File: src/rtl/game_pkg.sv
// Shared types and helpers for the game round countdown.
// State encodings, BCD count bundle, blank pattern, digit indices.
package game_pkg;

  typedef enum logic [1:0] {
    ST_IDLE    = 2'd0,
    ST_RUN     = 2'd1,
    ST_PAUSED  = 2'd2,
    ST_EXPIRED = 2'd3
  } state_e;

  typedef struct packed {
    logic [3:0] mt;
    logic [3:0] mo;
    logic [3:0] st;
    logic [3:0] so;
  } bcd_t;

  localparam logic [6:0] SEG_BLANK = 7'h7F;

  localparam logic [1:0] DIG_SO = 2'd0;
  localparam logic [1:0] DIG_ST = 2'd1;
  localparam logic [1:0] DIG_MO = 2'd2;
  localparam logic [1:0] DIG_MT = 2'd3;

  function automatic bcd_t to_bcd(input int unsigned secs);
    bcd_t b;
    int unsigned m;
    int unsigned s;
    m = secs / 60;
    s = secs % 60;
    b.mt = 4'(m / 10);
    b.mo = 4'(m % 10);
    b.st = 4'(s / 10);
    b.so = 4'(s % 10);
    return b;
  endfunction

  // One-second BCD decrement with borrow chain; caller keeps it off 00:00.
  function automatic bcd_t bcd_dec(input bcd_t c);
    bcd_t r;
    r = c;
    if (c.so != 4'd0) begin
      r.so = c.so - 4'd1;
    end else begin
      r.so = 4'd9;
      if (c.st != 4'd0) begin
        r.st = c.st - 4'd1;
      end else begin
        r.st = 4'd5;
        if (c.mo != 4'd0) begin
          r.mo = c.mo - 4'd1;
        end else begin
          r.mo = 4'd9;
          r.mt = c.mt - 4'd1;
        end
      end
    end
    return r;
  endfunction

endpackage

File: src/rtl/game_countdown_seg7.sv
// BCD digit to active-low seven-segment pattern (bit0 = a).
// Ports: bcd in [3:0]; seg out [6:0]. Codes 10..15 blank.
module seg7_decode
  import game_pkg::*;
(
  input  logic [3:0] bcd,
  output logic [6:0] seg
);

  always_comb begin
    seg = SEG_BLANK;
    case (bcd)
      4'd0:    seg = 7'h40;
      4'd1:    seg = 7'h79;
      4'd2:    seg = 7'h24;
      4'd3:    seg = 7'h30;
      4'd4:    seg = 7'h19;
      4'd5:    seg = 7'h12;
      4'd6:    seg = 7'h02;
      4'd7:    seg = 7'h78;
      4'd8:    seg = 7'h00;
      4'd9:    seg = 7'h10;
      default: seg = SEG_BLANK;
    endcase
  end

endmodule

File: src/rtl/game_countdown.sv
// MM:SS round countdown with 4-digit multiplexed active-low display.
// Ports: clk, rst (async, high), timer_clk/display_clk (level squares),
//   load/start/pause controls; seg[6:0], an[3:0], dp display outputs;
//   running, expired (1-clk pulse), time_up status.
// Option: GAME_COUNTDOWN_ZERO_BLANK_EN enables leading-zero blanking.
module game_countdown
  import game_pkg::*;
#(
  parameter int INIT_SECONDS = 60
) (
  input  logic       clk,
  input  logic       rst,
  input  logic       timer_clk,
  input  logic       display_clk,
  input  logic       load,
  input  logic       start,
  input  logic       pause,
  output logic [6:0] seg,
  output logic [3:0] an,
  output logic       dp,
  output logic       running,
  output logic       expired,
  output logic       time_up
);

  localparam bcd_t INIT_BCD = to_bcd(INIT_SECONDS);

  state_e     state_q, state_d;
  bcd_t       cnt_q, cnt_d;
  logic       t_q, d_q;
  logic [1:0] idx_q, idx_d;
  logic [6:0] seg_q, seg_d;
  logic [3:0] an_q, an_d;
  logic       dp_q, dp_d;
  logic       running_q, running_d;
  logic       expired_q, expired_d;
  logic       time_up_q, time_up_d;

  logic       sec_tick;
  logic       scan_tick;
  logic       cnt_zero;
  logic       cnt_one;
  logic [1:0] idx_nxt;
  logic [3:0] digit;
  logic [6:0] dig_seg;
  logic       blank;

  assign sec_tick  = timer_clk & ~t_q;
  assign scan_tick = display_clk & ~d_q;
  assign cnt_zero  = (cnt_q == bcd_t'(16'h0000));
  assign cnt_one   = (cnt_q == bcd_t'(16'h0001));
  assign idx_nxt   = idx_q + 2'd1;

  always_comb begin
    state_d   = state_q;
    cnt_d     = cnt_q;
    expired_d = 1'b0;
    if (load) begin
      state_d = ST_IDLE;
      cnt_d   = INIT_BCD;
    end else begin
      unique case (state_q)
        ST_IDLE: begin
          if (start && !cnt_zero) state_d = ST_RUN;
        end
        ST_RUN: begin
          // Pause wins over a coincident tick; that tick is dropped.
          if (pause) begin
            state_d = ST_PAUSED;
          end else if (sec_tick && !cnt_zero) begin
            cnt_d = bcd_dec(cnt_q);
            if (cnt_one) begin
              state_d   = ST_EXPIRED;
              expired_d = 1'b1;
            end
          end
        end
        ST_PAUSED: begin
          if (pause) state_d = ST_RUN;
        end
        ST_EXPIRED: begin
          state_d = ST_EXPIRED;
        end
        default: state_d = ST_IDLE;
      endcase
    end
    running_d = (state_d == ST_RUN);
    time_up_d = (state_d == ST_EXPIRED);
  end

  always_comb begin
    digit = cnt_q.so;
    unique case (idx_nxt)
      DIG_SO: digit = cnt_q.so;
      DIG_ST: digit = cnt_q.st;
      DIG_MO: digit = cnt_q.mo;
      DIG_MT: digit = cnt_q.mt;
      default: digit = cnt_q.so;
    endcase
  end

`ifdef GAME_COUNTDOWN_ZERO_BLANK_EN
  assign blank = ((idx_nxt == DIG_MT) && (cnt_q.mt == 4'd0)) ||
                 ((idx_nxt == DIG_MO) && (cnt_q.mt == 4'd0) &&
                  (cnt_q.mo == 4'd0));
`else
  assign blank = 1'b0;
`endif

  seg7_decode u_dec (
    .bcd (digit),
    .seg (dig_seg)
  );

  always_comb begin
    idx_d = idx_q;
    seg_d = seg_q;
    an_d  = an_q;
    dp_d  = dp_q;
    if (scan_tick) begin
      idx_d = idx_nxt;
      seg_d = blank ? SEG_BLANK : dig_seg;
      an_d  = ~(4'b0001 << idx_nxt);
      dp_d  = !((idx_nxt == DIG_MO) && !blank);
      // Blink the expired 00:00 with the low half of the 1 Hz square.
      if (state_q == ST_EXPIRED && !timer_clk) an_d = 4'b1111;
    end
  end

  always_ff @(posedge clk or posedge rst) begin
    if (rst) begin
      state_q   <= ST_IDLE;
      cnt_q     <= INIT_BCD;
      t_q       <= 1'b0;
      d_q       <= 1'b0;
      idx_q     <= 2'd3;
      seg_q     <= SEG_BLANK;
      an_q      <= 4'b1111;
      dp_q      <= 1'b1;
      running_q <= 1'b0;
      expired_q <= 1'b0;
      time_up_q <= 1'b0;
    end else begin
      state_q   <= state_d;
      cnt_q     <= cnt_d;
      t_q       <= timer_clk;
      d_q       <= display_clk;
      idx_q     <= idx_d;
      seg_q     <= seg_d;
      an_q      <= an_d;
      dp_q      <= dp_d;
      running_q <= running_d;
      expired_q <= expired_d;
      time_up_q <= time_up_d;
    end
  end

  assign seg     = seg_q;
  assign an      = an_q;
  assign dp      = dp_q;
  assign running = running_q;
  assign expired = expired_q;
  assign time_up = time_up_q;

endmodule

File: config.mk
export PLATFORM = sky130hd
export DESIGN_NAME = game_countdown
export DESIGN_NICKNAME = d
export VERILOG_FILES = /design/src/rtl/game_pkg.sv /design/src/rtl/game_countdown_seg7.sv /design/src/rtl/game_countdown.sv
export SDC_FILE = /design/constraint.sdc
export NUM_CORES = 1
export LEC_CHECK = 0
export ABC_AREA = 1
export BUFFER_PORTS_ARGS = -buffer_cell sky130_fd_sc_hd__buf_2
export CAP_MARGIN = 25
export CORE_ASPECT_RATIO = 1.1
export CORE_UTILIZATION = 35
export DETAILED_ROUTE_END_ITERATION = 7
export PLACE_DENSITY = 0.5
export REMOVE_ABC_BUFFERS = 1
export SETUP_SLACK_MARGIN = 0.02
export SLEW_MARGIN = 20
export SYNTH_ARGS = -nofsm -noshare
export SYNTH_HDL_FRONTEND = slang
export SYNTH_SLANG_ARGS = --single-unit
export TNS_END_PERCENT = 30
File: constraint.sdc
create_clock -name clk -period 2.94 [get_ports clk]
set_clock_uncertainty 0.1 [all_clocks]
set_input_delay 0.294 -clock clk [delete_from_list [all_inputs] [get_ports clk]]
set_output_delay 0.294 -clock clk [all_outputs]
set_load 0.02 [all_outputs]
==> results of run 1 <==
[logic make-up (layout without fill, tap and decap cells)]
| group | count (synthesis) | after routing |
|---|---|---|
| and+or+nand+nor | 159 | 159 |
| AOI/OAI and AO/OA | 39 | 39 |
| DFF | 37 | 37 |
| buffers and inverters | 36 | 64 |
| adders and majority gates | 13 | 13 |
| xor gates and xnor gates | 1 | 1 |
[through the flow]
stage	hold WS [ns]	power, mW	utilization, %
after floorplan	0.2254	2.015	-
after global placement	0.3188	2.347	39.65
after detailed placement	0.3195	2.355	39.65
after CTS	0.01341	2.832	41.54
after global routing	0.007404	3.101	41.54
final	0.004683	2.799	41.54
[final cells by class]
type	count	area (um2)
clock buffer	7	86.33
clock inverter	1	30.03
fill	645	3598
inverter	33	123.9
multi-input combinational	212	1152
sequential	37	944.7
tap	80	100.1
timing repair buffer	23	120.1
[cells in the final DEF (no fill, tap or decap), types with 6 or more instances in the layout]
cell type                   n
sky130_fd_sc_hd__clkbuf_8   6
sky130_fd_sc_hd__ha_1      13
sky130_fd_sc_hd__o21ai_1   12
sky130_fd_sc_hd__nand4_1    7
sky130_fd_sc_hd__dfrtp_1   22
sky130_fd_sc_hd__a21oi_1   13
sky130_fd_sc_hd__buf_2     21
sky130_fd_sc_hd__inv_1     30
sky130_fd_sc_hd__nor2_1    25
sky130_fd_sc_hd__nand3_1   13
sky130_fd_sc_hd__nand2_1   85
sky130_fd_sc_hd__o21ai_0    7
sky130_fd_sc_hd__dfstp_2   15
[per-layer routing]
metal | track usage [%] | up-vias | wire length, um
li1 | - | 966 | -
met1 | 20.61 | 845 | 2287
met2 | 26.79 | 33 | 2253
met3 | 3.511 | 6 | 168
met4 | 5.051 | 0 | 58
met5 | 0 | - | 0
[power groups by stage]
stage	Combinational, mW	Clock [mW]	Sequential (mW)
2_1_floorplan	1.01	0	1.01
3_3_place_gp	1.40	0	0.944
3_5_place_dp	1.41	0	0.949
4_1_cts	1.41	0.477	0.941
5_1_grt	1.63	0.502	0.970
6_report	1.40	0.462	0.938
[registers in the layout (all words and copies together), names as in the netlist]
register	count
cnt_q	16
seg	7
an	4
idx_q	2
state_q	2
d_q	1
dp	1
expired	1
running	1
t_q	1
time_up	1
[final timing paths]
check / startpoint / end / slack [ns] / cells after the start
max: idx_q[0]$_DFFE_PP1P_ / seg[3]$_DFFE_PP1P_ / 0.66 / 10
max reg2reg: idx_q[0]$_DFFE_PP1P_ / seg[3]$_DFFE_PP1P_ / 0.66 / 10
max in group asynchronous: rst / seg[1]$_DFFE_PP1P_ / 2.38 / 3
min reg2reg: dp$_DFFE_PP1P_ / dp$_DFFE_PP1P_ / 0.36 / 2
min: rst / state_q[0]$_DFF_PP0_ / 0.005 / 3
min in group clk: timer_clk / t_q$_DFF_PP0_ / 0.02 / 1
[worst min-delay path, stage by stage]
cell and delay, ns:
sky130_fd_sc_hd__buf_2 0.09, sky130_fd_sc_hd__inv_1 0.04, sky130_fd_sc_hd__buf_4 0.41
==> results list, run 1 <==
- After clock tree synthesis, the clock-pin slew on the worst setup and hold paths is 0.08 ns.
* Synth-to-layout area growth: 14.51%
- Instance area at placement: 0.002441 mm2
- Instance count of the mapped netlist: 285
- Routed wire length: 4.767 mm
- The first global-routing pass estimated 8.362 mm of wire.
- Number of hold-slack violations in the final timing report: 0
* Largest driver fanout on the critical path: 5
- Fin area: 0.002557 mm2
* Leading cell types by total area after synthesis: sky130_fd_sc_hd__dfrtp_1 (25%), sky130_fd_sc_hd__dfstp_2 (18%), sky130_fd_sc_hd__nand2_1 (14%), sky130_fd_sc_hd__ha_1 (7.3%), sky130_fd_sc_hd__inv_1 (5.0%)
- Buffer cell driving the clock tree root: sky130_fd_sc_hd__clkbuf_8
- Count of different cell masters after synthesis: 31
* Maximum capacitance violations: 0
* Final Worst Setup Slack: 0.6560 ns
* Total number of vias: 1850
- Library cell with the highest instance count after synthesis: sky130_fd_sc_hd__nand2_1
* Synthesized-area fraction occupied by ao, oa, aoi and oai cells: 10.20%
* Required @ worst endpoint: 3.07 ns
- At the pin with the least slew margin, the transition time is 0.4776 ns.
* Multiplexer area fraction after synthesis: 0%
- Die area: 0.006705 mm2
- Family with the most delay on the worst path: flip-flops
- The floorplan has 30 rows.
- Per report_power, the clock group accounts for 16.5% of the total.
* Kind of launch point of the worst setup path: flop
- For this run, the top clock speed supported by timing is 437.8 MHz.
- Largest area contributor in the synthesized netlist: sky130_fd_sc_hd__dfrtp_1
* Seq cells post-synth: 37
* Die Y: 85.78 um
- The worst pin sits at a relative slew slack of 68.16%.
- The clock net in this run drives a total of 37 sinks.
* Worst-Skew Late Latency: 0.29 ns
- Largest family of logic cells by synthesized area: simple AND/OR/NAND/NOR gates
- Final Non-Filler Cells: 393
* Pin count of the biggest net entering global routing: 38
- Aggregate negative setup slack: 0 ns
* P_leak: 1.287 nW
- Number of CTS-inserted buffers: 5
- After synthesis, flip-flops and latches occupy 42.30% of the total area.
- For the worst setup path, the data arrival time is 2.41 ns.
* Part of the total power dissipated in sequential elements: 33.5%
- Internal power: 1.544 mW
- Cells resized by post-CTS repair: 0
- The worst setup path is captured at a flop.
- Max Transition Viols Final: 0
- The H-tree was split into 2 levels.
- Of the cells placed in the final design, the portion with a size suffix greater than 1 is 23.64%.
- The number of global-route vias before repair came to 1840.
- Simple-Gate Fraction of Synth Area: 33.73%
- Each instance of the synthesized netlist takes up on average 7.836 um2.
* Placed wire-length estimate after detailed placement: 3.568 mm
- Comb power frac: 50.0%
- Fraction of registers with async set or reset after synthesis: 100.0%
* Core Footprint: 0.006156 mm2
* DRC violation total after the first TritonRoute iteration: 70
- Proportion of netlist area held by the largest area contributor: 24.65%
- Placed Instances: 385
- Tmin final: 2.284 ns
* Initial Utilization: 36.28%
- Last weighted congestion value of the routability-driven placer: 0.7968
* Synth Cell Area: 0.002233 mm2
- TritonCTS built the clock tree.
* Port Buffer Count: 21
* I/O pin count: 22
- For this run, the leading register cell type out of synthesis is sky130_fd_sc_hd__dfrtp_1.
- The synthesized netlist devotes 7.283% of its cell area to adder and majority cells.
* Number of design rule violations left after detail routing: 0
- Post-CTS Setup Bufs: 0
- Top cells by count, synth: sky130_fd_sc_hd__nand2_1 (85), sky130_fd_sc_hd__inv_1 (30), sky130_fd_sc_hd__nor2_1 (25)
- Vias per cell: 4.707
- Once detail routing completed, the nets flagged for antenna violations numbered 0.
* Stage delay of the slowest cell on the critical path: 0.58 ns
* Library cell contributing the largest single delay on the critical path: sky130_fd_sc_hd__dfstp_2
- Switching share of power: 44.83%
- Kind of critical path: flop to flop
- The first detailed-routing pass took 4 iterations.
* Cell-by-cell listing of the critical path: ha_1 -> inv_1 -> o21ai_0 -> nor2_1 -> a21oi_1 -> inv_1 -> ha_1 -> nand3b_1 -> nand3_1 -> a21oi_1
* Sum of overflow across all layers after global routing: 0
- The flow ran to the end, and the final reports show no timing, DRC or antenna violations.
* WL per Instance: 12.13 um
* Path type of the worst min-delay path: input port to async pin
* Diodes inserted: 0
- During synthesis, Yosys emitted a total of 0 warnings.
- The initial antenna violation count is 0.
- The synthesized design contains 0 enable-type register cells.
- Setup repair after global routing missed its margin: false
- Summed over all nets, the switching power comes to 1.255 mW.
* Power density normalized to cell area: 1094 mW/mm2
- Horiz. Die Dim: 78.17 um
- Number of nets in the layout: 332
* Post-CTS Hold Buffers: 0
- The worst-case IR drop observed on VDD is 0.0003565 V.
- Counting along the longest clock path gives a buffer depth of 2.
* Setup-failing EPs final: 0
- Worst slack after detailed placement: 0.6547 ns
- Buf/Inv on CP: 2
* Xor and xnor fraction of the mapped netlist area: 0.3922%
- Global routing consumed, over all layers together, 16.03% of the routing resources.
- Post-route fraction of the period consumed by the critical path: 77.69%
Note: power is estimated with default switching activity, not from simulation.
==> run 2: changes to the inputs <==
--- a/config.mk
+++ b/config.mk
@@ -11,7 +11,7 @@
 export CORE_ASPECT_RATIO = 1.1
 export CORE_UTILIZATION = 35
 export DETAILED_ROUTE_END_ITERATION = 7
-export PLACE_DENSITY = 0.5
+export PLACE_DENSITY = 0.52
 export REMOVE_ABC_BUFFERS = 1
 export SETUP_SLACK_MARGIN = 0.02
 export SLEW_MARGIN = 20
==> constraint.sdc (replaced) <==
create_clock -name clk -period 1.9 [get_ports clk]
set_clock_uncertainty 0.1 [all_clocks]
set_input_delay 0.19 -clock clk [delete_from_list [all_inputs] [get_ports clk]]
set_output_delay 0.19 -clock clk [all_outputs]
set_load 0.02 [all_outputs]
==> run 2 against run 1 <==
  * The flow now finishes with violations (negative setup slack)
  * Flip-flop and latch count unchanged
  * Critical path type unchanged
  * Critical endpoint unchanged
  * Hold slack better by 0.074 ns
  * Register-to-register slack worse by 0.78 ns
  * Power up 83%
  * Sequential power up 54%
  * Critical path depth up 1
  * Via count up 6.6%
  * Cell count up 5.9%
  * Non-clock buffer count up 23
==> results list, run 2 (synthesis results as in run 1) <==
- The run finished, with violations left.
- Failing checks: negative setup slack
- Clock tree sinks: 37 (unchanged)
* Path type of the worst min-delay path: input port to flop
* Die area: 0.006705 mm2 (unchanged)
* Required @ worst endpoint: 2.03 ns (-1.04 ns)
- The final routed DRC violation total is 0 (unchanged).
- Diodes inserted: 0 (unchanged)
* Worst Reg-to-Reg Cells: 11 (+1)
- Worst-Skew Late Latency: 0.30 ns (about the same)
* I/O pin count: 22 (unchanged)
* Synth-to-layout area growth: 29.19%
- Tightest slew margin relative to the limit: 67.91% (-0.25 points)
- The initial standard-cell utilization of the core came to 36.28% (unchanged).
- The net switching power is 2.263 mW (+80%).
- Cell-by-cell listing of the critical path: inv_4 -> ha_4 -> buf_6 -> nand2_2 -> nand2_2 -> o22ai_4 -> inv_2 -> ha_4 -> nand3b_1 -> nand3_1 -> a21oi_2
- In this run the most critical hold path is launched from pause.
- Setup slack of the worst register-to-register path: -0.12 ns (-0.78 ns)
* Cells on Worst Hold Path: 4
- The critical path in this run is classified as flop to flop.
* Destination of the worst hold path: expired$_DFF_PP0_
- Stage delay of the slowest cell on the critical path: 0.61 ns (+0.03 ns)
- FMAX: 495.1 MHz (+13%)
- Setup repair after global routing could not meet its margin everywhere.
* Setup-failing EPs final: 7 (+7)
* Layout cells sized above 1: 36.61% (+13 points)
- Number of nets in the layout: 355 (+6.9%)
* Placed Instances: 404 (+4.9%)
* Switching share of power: 44.20% (-0.63 points)
- The worst setup path is captured at a flop.
* Arrival time reported for the critical path endpoint: 2.15 ns (-0.26 ns)
* Leading cell types in the layout, fill and taps excluded: sky130_fd_sc_hd__nand2_1 (81), sky130_fd_sc_hd__inv_1 (24), sky130_fd_sc_hd__nor2_1 (23)
- Library cell contributing the largest single delay on the critical path: sky130_fd_sc_hd__dfstp_2
- Post-route fraction of the period consumed by the critical path: 106.3% (+29 points)
- DRC violation total after the first TritonRoute iteration: 90 (+29%)
- The multi-input gate area in the final layout is 0.001286 mm2 (+12%).
- Port Buffer Count: 21 (unchanged)
- The peak supply drop is 0.0006069 V (+70%).
- The root buffer cell chosen for the clock tree is sky130_fd_sc_hd__clkbuf_8.
- The register area came to 944.7 um2 (unchanged).
- The number of levels the H-tree was split into was 2 (unchanged).
- Worst reg2reg endpoint: seg[3]$_DFFE_PP1P_
- Maximum number of buffers from clock root to sink: 2 (unchanged)
- The die width came to 78.17 um (unchanged).
- Comb power frac: 57.7% (+7.7 points)
- The post-route minimum period was 2.020 ns (-0.2641 ns).
* Total chip power: 5.120 mW (+83%)
* Maximum capacitance violations: 0 (unchanged)
* Filler instances: 630 (-2.3%)
* Number of hold-slack violations in the final timing report: 0 (unchanged)
- Largest driver fanout on the critical path: 4 (-1)
- The area of the core region came to 0.006156 mm2 (unchanged).
- The number of global-route vias before repair came to 1915 (+4.1%).
- The total power density per cell area came to 1774 mW/mm2 (+62%).
- Kind of launch point of the worst setup path: flop
- Max Transition Viols Final: 0 (unchanged)
- The aggregate global-route resource usage was 16.79% (+0.76 points).
* Last weighted congestion value of the routability-driven placer: 0.8560 (+7.4%)
- Most common cell after layout, fill and taps aside: sky130_fd_sc_hd__nand2_1
- Counting flops per register, the top entry is cnt_q.
- The worst-margin pin slew is 0.4814 ns (+0.003797 ns).
- The internal power contribution is 2.857 mW (+85%).
- The per-cell via count in the routed design was 4.743 (+0.75%).
- Part of the total power dissipated in sequential elements: 28.1% (-5.4 points)
- The aggregate negative setup slack is -0.5498 ns (-0.5498 ns).
- First-pass GRT wire length: 8.763 mm (+4.8%)
- The clock network fraction of design power came to 14.3% (-2.2 points).
* Routed wire length: 4.998 mm (+4.8%)
- Post-DRT Antenna Nets: 0 (unchanged)
- The aggregate global routing overflow came to 0 (unchanged).
* Placed wire-length estimate after detailed placement: 3.617 mm (+1.4%)
* Final core utilization: 46.87% (+5.3 points)
* Flip-flop count of the largest register, all copies and words added: 16 (unchanged)
- The non-filler instance count after layout came to 416 (+5.9%).
* CTS tree: built
- Startpoint of the worst-slack reg-to-reg timing path: idx_q[1]$_DFFE_PP1P_
- Die Y: 85.78 um (unchanged)
- Initial antenna violation count: 0 (unchanged)
- The count of TritonRoute iterations in the first routing pass is 4 (unchanged).
- Total number of vias: 1973 (+6.6%)
- Row count: 30 (unchanged)
- The routed length per placed instance was 12.01 um (-0.95%).
- The total CTS buffers came to 5 (unchanged).
* Final Worst Setup Slack: -0.1199 ns (-0.7759 ns)
- The clock edge transition at the registers on the reported setup and hold paths is 0.08 ns (about the same).
- Pin count of the biggest net entering global routing: 38 (unchanged)
- P_leak: 1.394 nW (+8.3%)
run 2: area by class of cell:
class / count / area share [%]
Multi-Input combinational cell: 212 / 44.58
Timing Repair Buffer: 46 / 10.67
Clock buffer: 6 / 2.862
Sequential cell: 37 / 32.74
Tap cell: 80 / 3.469
Inverter: 33 / 4.380
Clock inverter: 2 / 1.301
run 2: routing by layer:
metal / GRT usage (%) / up-vias / wire length [um]
li1: - / 1013 / -
met1: 21.30 / 924 / 2298
met2: 27.91 / 27 / 2472
met3: 3.511 / 9 / 139
met4: 6.566 / 0 / 87
met5: 0 / - / 0
run 2: worst max-delay path, delay by kind of cell, from the launching register on:
kind | cells | cell delay, ns
DFF | 1 | 0.61
adders and majority gates | 2 | 0.41
and+or+nand+nor | 4 | 0.33
buffers and inverters | 3 | 0.26
AOI/OAI and AO/OA | 2 | 0.25
run 2: power by group through the flow:
stage | clock network, mW | logic, mW | registers [mW]
6_report | 0.731 | 2.95 | 1.44
5_1_grt | 0.787 | 3.38 | 1.49
4_1_cts | 0.754 | 2.65 | 1.43
3_5_place_dp | 0 | 2.56 | 1.43
3_3_place_gp | 0 | 2.55 | 1.43
2_1_floorplan | 0 | 1.56 | 1.56
run 2: what timing repair did:
action | 4_1_cts | 5_1_grt
setup endpoints to repair | 7 | 23
setup buffers | 1 | 0
cloned | 0 | 0
resized for setup | 11 | 28
endpoints found under the hold margin | 24 | 0
hold buffers | 3 | 0
pin swaps | 3 | 16
run 2: worst max path at each step:
| stage | startpoint | end | slack, ns | cells after the start |
|---|---|---|---|---|
| 6_report | idx_q[1]$_DFFE_PP1P_ | seg[3]$_DFFE_PP1P_ | -0.12 | 11 |
| 5_1_grt | idx_q[1]$_DFFE_PP1P_ | seg[3]$_DFFE_PP1P_ | -0.25 | 10 |
| 4_1_cts | idx_q[0]$_DFFE_PP1P_ | seg[3]$_DFFE_PP1P_ | -0.11 | 10 |
| 3_5_place_dp | idx_q[1]$_DFFE_PP1P_ | seg[3]$_DFFE_PP1P_ | -0.15 | 11 |
| 3_3_place_gp | idx_q[0]$_DFFE_PP1P_ | seg[3]$_DFFE_PP1P_ | -0.12 | 10 |
| 2_1_floorplan | idx_q[0]$_DFFE_PP1P_ | seg[3]$_DFFE_PP1P_ | -0.15 | 10 |
run 2: metrics by stage:
stage / setup WS, ns / instance area, um2 / hold WS (ns)
3_3_place_gp: -0.1238 / 2584 / 0.2125
3_5_place_dp: -0.1459 / 2584 / 0.2151
2_1_floorplan: -0.1496 / 2221 / 0.1214
6_report: -0.1199 / 2885 / 0.07828
5_1_grt: -0.2451 / 2885 / 0.09546
4_1_cts: -0.1099 / 2773 / 0.06742
